File: config.mk
export PLATFORM = sky130hd
export DESIGN_NAME = dbus_arbiter
export DESIGN_NICKNAME = d
export VERILOG_FILES = /design/src/rtl/dbus_arbiter.sv
export SDC_FILE = /design/constraint.sdc
export NUM_CORES = 1
export LEC_CHECK = 0
export ABC_AREA = 1
export BUFFER_PORTS_ARGS = -buffer_cell sky130_fd_sc_hd__buf_2
export CAP_MARGIN = 20
export CORE_ASPECT_RATIO = 0.7
export CORE_MARGIN = 2
export CORE_UTILIZATION = 40
export CTS_BUF_LIST = sky130_fd_sc_hd__clkbuf_8
export CTS_CLUSTER_DIAMETER = 50
export CTS_CLUSTER_SIZE = 25
export DETAILED_ROUTE_END_ITERATION = 12
export MAX_ROUTING_LAYER = met4
export PLACE_DENSITY = 0.72
export SETUP_SLACK_MARGIN = 0.15
export SYNTH_ARGS = -nofsm -noshare
export SYNTH_HDL_FRONTEND = slang
export SYNTH_SLANG_ARGS = --single-unit
export TNS_END_PERCENT = 1
File: constraint.sdc
create_clock -name clk -period 4 [get_ports clk]
set_clock_uncertainty 0.15 [all_clocks]
set_input_delay 0.4 -clock clk [delete_from_list [all_inputs] [get_ports clk]]
set_output_delay 0.4 -clock clk [all_outputs]
set_load 0.02 [all_outputs]
File: src/rtl/dbus_arbiter.sv
// Two-master D-bus arbiter: serialises CPU data port (m0) and debug SBA (m1) onto one slave port.
// Optional macro DBUS_ARB_RR_EN switches tie-breaking from fixed m1 priority to alternating grants.
module dbus_arbiter #(
   parameter int AW             = 32,
   parameter int DW             = 32,
   parameter int TIMEOUT_CYCLES = 255
) (
   input  logic          clk,
   input  logic          rst,
   input  logic          m0_req,
   input  logic [AW-1:0] m0_addr,
   input  logic          m0_ttype,
   input  logic [1:0]    m0_tsize,
   input  logic [DW-1:0] m0_wdata,
   output logic [DW-1:0] m0_rdata,
   output logic          m0_done,
   output logic          m0_err,
   input  logic          m1_req,
   input  logic [AW-1:0] m1_addr,
   input  logic          m1_ttype,
   input  logic [1:0]    m1_tsize,
   input  logic [DW-1:0] m1_wdata,
   output logic [DW-1:0] m1_rdata,
   output logic          m1_done,
   output logic          m1_err,
   output logic          s_start,
   output logic [AW-1:0] s_addr,
   output logic          s_ttype,
   output logic [1:0]    s_tsize,
   output logic [DW-1:0] s_wdata,
   input  logic [DW-1:0] s_rdata,
   input  logic          s_done,
   output logic          busy,
   output logic          owner
);

   localparam int CW = $clog2(TIMEOUT_CYCLES) + 1;

   typedef enum logic [1:0] {IDLE, ISSUE, WAIT, RESP} state_t;

   state_t        state, state_nxt;
   logic [CW-1:0] cnt;
   logic          resp_err;
   logic          grant_vld;
   logic          grant_sel;
   logic          timeout_hit;

   assign grant_vld   = m0_req | m1_req;
   assign timeout_hit = (cnt == CW'(TIMEOUT_CYCLES - 1));

`ifdef DBUS_ARB_RR_EN
   logic last_grant;

   // On a tie the master that did not win last time gets the bus.
   always_comb begin
      grant_sel = m1_req;
      if (m0_req && m1_req)
         grant_sel = ~last_grant;
   end

   always_ff @(posedge clk or posedge rst) begin
      if (rst)
         last_grant <= 1'b1;
      else if (state == IDLE && grant_vld)
         last_grant <= grant_sel;
   end
`else
   always_comb begin
      grant_sel = m1_req;
   end
`endif

   always_ff @(posedge clk or posedge rst) begin
      if (rst)
         state <= IDLE;
      else
         state <= state_nxt;
   end

   always_comb begin
      state_nxt = state;
      case (state)
         IDLE:    if (grant_vld) state_nxt = ISSUE;
         ISSUE:   state_nxt = WAIT;
         WAIT:    if (s_done || timeout_hit) state_nxt = RESP;
         RESP:    state_nxt = IDLE;
         default: state_nxt = IDLE;
      endcase
   end

   always_ff @(posedge clk or posedge rst) begin
      if (rst) begin
         owner    <= 1'b0;
         s_addr   <= '0;
         s_ttype  <= 1'b0;
         s_tsize  <= 2'd0;
         s_wdata  <= '0;
         cnt      <= '0;
         resp_err <= 1'b0;
         m0_rdata <= '0;
         m1_rdata <= '0;
      end else begin
         case (state)
            IDLE: begin
               if (grant_vld) begin
                  owner    <= grant_sel;
                  s_addr   <= grant_sel ? m1_addr  : m0_addr;
                  s_ttype  <= grant_sel ? m1_ttype : m0_ttype;
                  s_tsize  <= grant_sel ? m1_tsize : m0_tsize;
                  s_wdata  <= grant_sel ? m1_wdata : m0_wdata;
                  resp_err <= 1'b0;
               end
            end
            ISSUE: cnt <= '0;
            WAIT: begin
               // A slave completion in the timeout cycle still counts as success.
               if (s_done) begin
                  resp_err <= 1'b0;
                  if (!s_ttype) begin
                     if (owner) m1_rdata <= s_rdata;
                     else       m0_rdata <= s_rdata;
                  end
               end else if (timeout_hit) begin
                  resp_err <= 1'b1;
                  if (owner) m1_rdata <= '0;
                  else       m0_rdata <= '0;
               end else if (cnt != '1) begin
                  cnt <= cnt + CW'(1);
               end
            end
            default: ;
         endcase
      end
   end

   assign s_start = (state == ISSUE);
   assign busy    = (state != IDLE);
   assign m0_done = (state == RESP) && !owner;
   assign m1_done = (state == RESP) &&  owner;
   assign m0_err  = m0_done && resp_err;
   assign m1_err  = m1_done && resp_err;

endmodule

Word level (Yosys, flattened, before mapping). Index checks and enable logic that the tools add are counted. Widths: inputs -> output; s select.

Add/subtract/negate cells: 1. Eq/ne operators: 12. Multiplexer cells: 25. Bitwise gates (word level): 2. Reductions and logical operators: 17.

Operator list (count): $mux 32 (12); $mux 9 (3); $pmux 9 s2 (1); $ne 2x2->1 const B (6); $reduce_and 4->1 (3); $add 9x1->9 const B (1); $eq 9x8->1 const B (1); $ne 9x9->1 const B (1); $pmux 2 s4 (1); $reduce_bool 2->1 (4); $mux 2 (3); $eq 2x2->1 const B (2); $logic_and 1x1->1 (4); $mux 1 (4); $reduce_and 2->1 (2); $ne 3x3->1 const B (1); $reduce_and 3->1 (1); $eq 2x1->1 const B (1); $logic_not 2->1 (1); $pmux 1 s2 (1); $logic_not 1->1 (1); $logic_or 1x1->1 (1); $not 1->1 (1); $or 1x1->1 (1).

Register bits after elaboration: 144. Input port bits: 171. Word-level logic and storage cells: 67.

Depth between registers and ports, before layout.
Depth after elaboration: 5. Mapped depth: 11. Mapped depth without buffers: 10.

Worst setup path after synthesis. OpenSTA, ideal clock, no wires.

Path kind: register to output. From: register owner. To: output port m0_err. Arrival time: 1.313 ns. Setup slack: 2.137 ns. Cell stages (with the launch flop): 4. Cells stage by stage: dfrtp_1 -> buf_2 -> buf_2 -> nor3_1.

Longest elaborated chain between the ends: 3.

RTL lines: start: declaration (RTL line 34) `output logic owner`; start signal: assignment (RTL line 106) `owner <= grant_sel;`; $logic_not 1->1 (RTL line 138) `assign m0_done = (state == RESP) && !owner;`; $logic_and 1x1->1 (RTL line 138); $logic_and 1x1->1 (RTL line 140) `assign m0_err = m0_done && resp_err;`; end: declaration (RTL line 17) `output logic m0_err,`.

Every way passes these cells.

Final worst setup path.
From: register owner. To: output port owner.

No word-level cell between the ends.

==> qor.txt <==
FLOORPLAN
----------------------------------------------------------------------------------------------------
Number of cell rows                                                                               39
Top-Level Pins                                                                                   309
Vertical extent of the die                                                                    113 um
Core footprint                                                                          0.0164 sq mm
Horizontal extent of the die                                                                  160 um
DIE AREA                                                                                0.0180 sq mm
Effective utilization at floorplan                                                             0.413

PLACEMENT
----------------------------------------------------------------------------------------------------
HPWL after detailed placement                                                                14.0 mm
Port bufs                                                                                        308
Cell Count Post-Placement                                                                       1317
Routability congestion estimate                                                                0.861

SYNTHESIS
----------------------------------------------------------------------------------------------------
Number of instances in the synthesized netlist                                                   835
Synth cell types                                                                                  23
Synth Cell Area                                                                         0.00678 sq mm
Synth Net Count                                                                                 1014
Flip-flop and latch count after synthesis                                                        144
Synthesized area divided by synthesized cell count                                        8.12 sq um
Share of the yosys chip area belonging to registers                                            0.531
Warnings, synthesis                                                                                0

TIMING
----------------------------------------------------------------------------------------------------
Max-slew violation count                                                                           0
Share of the cycle needed by the critical path after routing                                   0.624
Final-layout setup total negative slack                                                         0 ns
Hold slack final                                                                          -0.0288 ns
Number of hold-slack violations in the final timing report                                        18
Highest attainable clock frequency                                                           401 MHz
Slew of the pin with the lowest slew margin                                                 0.929 ns
Number of setup violations in the final report                                                     0
Post-route minimum period                                                                    2.50 ns
Unrepaired setup endpoints after global routing                                                false
Max_slew headroom                                                                              0.381

CLOCK TREE
----------------------------------------------------------------------------------------------------
CTS tree                                                                                       built
Number of H-tree levels                                                                            4
Number of clock buffers inserted by TritonCTS                                                     17
Largest buffer count on any clock path                                                             2
Clock net sink count                                                                             144
Count of hold buffers inserted by post-cts repair                                                  0
Clock network latency to the later pin of the worst-skew pair                                0.44 ns
Clock-pin slew reported for the worst setup and hold paths after clock tree synthesis        0.09 ns
Post-cts resize count                                                                              0
Buffers inserted by post-CTS timing repair                                                         0
Clock root buffer                                                                           clkbuf_8

CRITICAL PATH
----------------------------------------------------------------------------------------------------
Required time of the worst setup path                                                        3.45 ns
Sort of element at the end of the critical path                                          output port
Kind of start point of the critical path                                                        flop
CP max FO                                                                                         25
Category of the critical setup timing path                                                reg -> out
Arrival time worst endpoint                                                                  1.95 ns

GLOBAL ROUTE
----------------------------------------------------------------------------------------------------
Largest net degree at the start of global routing                                                145
First-pass GRT wire length                                                                   31.8 mm
Total congestion overflow                                                                          0
Antenna violations before repair                                                                   1
Vias in the first global route                                                                  6086
GRT Overall Usage                                                                              0.229

FINAL LAYOUT
----------------------------------------------------------------------------------------------------
Layout cells sized above 1                                                                     0.319
P&R area growth vs syn                                                                         28.8%
Number of nets in the finished design                                                           1290
Number of non-filler instances in the completed layout                                          1350
Number of inserted filler cells in the final layout                                             1601

POWER AND IR DROP
----------------------------------------------------------------------------------------------------
Maximum vdd drop                                                                          0.000350 V
Static Leak                                                                                  4.86 nW
Power density normalized to cell area                                                    749 mW/mm^2

ROUTING
----------------------------------------------------------------------------------------------------
First-pass iteration count of the detailed router                                                  9
Routed Wire Length                                                                           19.9 mm
Antenna-violating nets left                                                                        0
Vias per cell                                                                                   4.85
DRC violation total after the first TritonRoute iteration                                        521
Detailed-route DRC error count                                                                     0
Total via count after detailed routing                                                          6544
Average routed wire per standard cell                                                        14.7 um

JOB
----------------------------------------------------------------------------------------------------
Count of max-cap constraint violations                                                             0

OUTCOME
----------------------------------------------------------------------------------------------------
Violated checks                                                                         negative hold slack
Run status                                                                              finished with violations

HOLD PATH
----------------------------------------------------------------------------------------------------
Worst min-delay path class                                                               in -> async

-- synth_stat cells, drive strengths merged --
cell | instances | share of area
clkbuf | 11 | 0.0061
a21oi | 2 | 0.0037
nand3 | 15 | 0.013
nor3 | 2 | 0.0015
inv | 49 | 0.027
nand2 | 328 | 0.18
a31oi | 67 | 0.062
ha | 8 | 0.015
dfrtp | 144 | 0.53
xor2 | 2 | 0.0026
nor2 | 80 | 0.044
xnor2 | 1 | 0.0013
nand4 | 64 | 0.059
o21bai | 2 | 0.0022
o21ai | 9 | 0.0066
clkinv | 1 | 0.00055
buf | 50 | 0.043
-- cell families (layout without fill, tap and decap cells) --
| kind of cell | after synthesis | count (layout) | share of synthesized area |
|---|---|---|---|
| buffers and inverters | 111 | 400 | 0.0764 |
| other | 0 | 1 | 0 |
| AO/OA/AOI/OAI | 80 | 80 | 0.0743 |
| AND/OR/NAND/NOR | 489 | 489 | 0.300 |
| adder cells (fa/ha/maj) | 8 | 8 | 0.0148 |
| XOR/XNOR | 3 | 3 | 0.00387 |
| flip-flops | 144 | 144 | 0.531 |
-- layer usage --
| metal | vias to the layer above | part of all wire | track usage |
|---|---|---|---|
| li1 | 3276 | - | - |
| met1 | 3009 | 0.47 | 0.309 |
| met2 | 224 | 0.45 | 0.338 |
| met3 | 35 | 0.057 | 0.0517 |
| met4 | 0 | 0.026 | 0.0885 |
| met5 | - | 0 | - |
-- worst max-delay path, stage by stage, from the launching register on --
cell	delay, ns
dfrtp_1	0.96
buf_4	0.35
buf_2	0.20
-- sequential cells by signal, indices dropped and copies added (netlist names), 2 cells and up --
register	cells
state	2
s_wdata	32
s_addr	32
s_tsize	2
m1_rdata	32
cnt	9
m0_rdata	32
-- final cells by class --
type	count	area (sq um)	area share
clock inverters	15	125	0.0143
multi-input cells	580	2670	0.306
diodes	1	2.50	0.000286
clock buffers	17	234	0.0268
flip-flops and latches	144	3600	0.412
well taps	225	282	0.0322
repair buffers	318	1630	0.186
inverters	50	191	0.0219
-- layout by cell type (no fill, tap or decap), types with 2 or more instances in the layout --
cell	n
nand3_2	2
clkinvlp_4	7
ha_1	8
inv_8	2
nand4_1	64
nand2_1	326
nand2_2	2
buf_4	9
a31oi_1	67
dfrtp_1	144
inv_1	47
o21ai_0	9
xor2_1	2
nor2_1	80
nor3_1	2
nand3_1	13
a21oi_4	2
inv_6	5
clkbuf_8	17
o21bai_1	2
buf_2	308
-- worst paths after layout --
| path | from | to | slack, ns | cells past startpoint |
|---|---|---|---|---|
| max in group asynchronous | rst | cnt[0] | 3.04 | 3 |
| setup / recovery | owner | owner | 1.50 | 2 |
| setup reg to reg | state[1] | s_wdata[21] | 1.62 | 7 |
| hold reg to reg | m1_rdata[15] | m1_rdata[15] | 0.32 | 2 |
| min in group clk | m0_wdata[12] | s_wdata[12] | 0.05 | 3 |
| hold / removal | rst | m1_rdata[9] | -0.03 | 3 |
-- metrics by stage --
| step | setup WS, ns | utilization | total power [mW] | instance area, sq um | hold slack [ns] |
|---|---|---|---|---|---|
| 6_report | 1.50 | 0.531 | 6.54 | 8740 | -0.0288 |
| 5_1_grt | 1.37 | 0.531 | 7.02 | 8740 | 0.0163 |
| 4_1_cts | 1.49 | 0.531 | 6.59 | 8730 | 0.0186 |
| 3_5_place_dp | 1.58 | 0.509 | 5.51 | 8380 | 0.304 |
| 3_3_place_gp | 1.66 | 0.509 | 5.45 | 8380 | 0.301 |
| 2_1_floorplan | 1.64 | - | 4.42 | 6790 | 0.292 |
-- report_power, final --
| group | switching [mW] | leakage, nW | total [mW] | internal [mW] |
|---|---|---|---|---|
| Clock | 0.623 | 0.166 | 1.07 | 0.445 |
| Sequential | 0.431 | 1.76 | 2.52 | 2.09 |
| Combinational | 2.02 | 2.93 | 2.96 | 0.941 |
| Total | 3.07 | 4.86 | 6.54 | 3.47 |
Power figures use the tool's default switching activity.
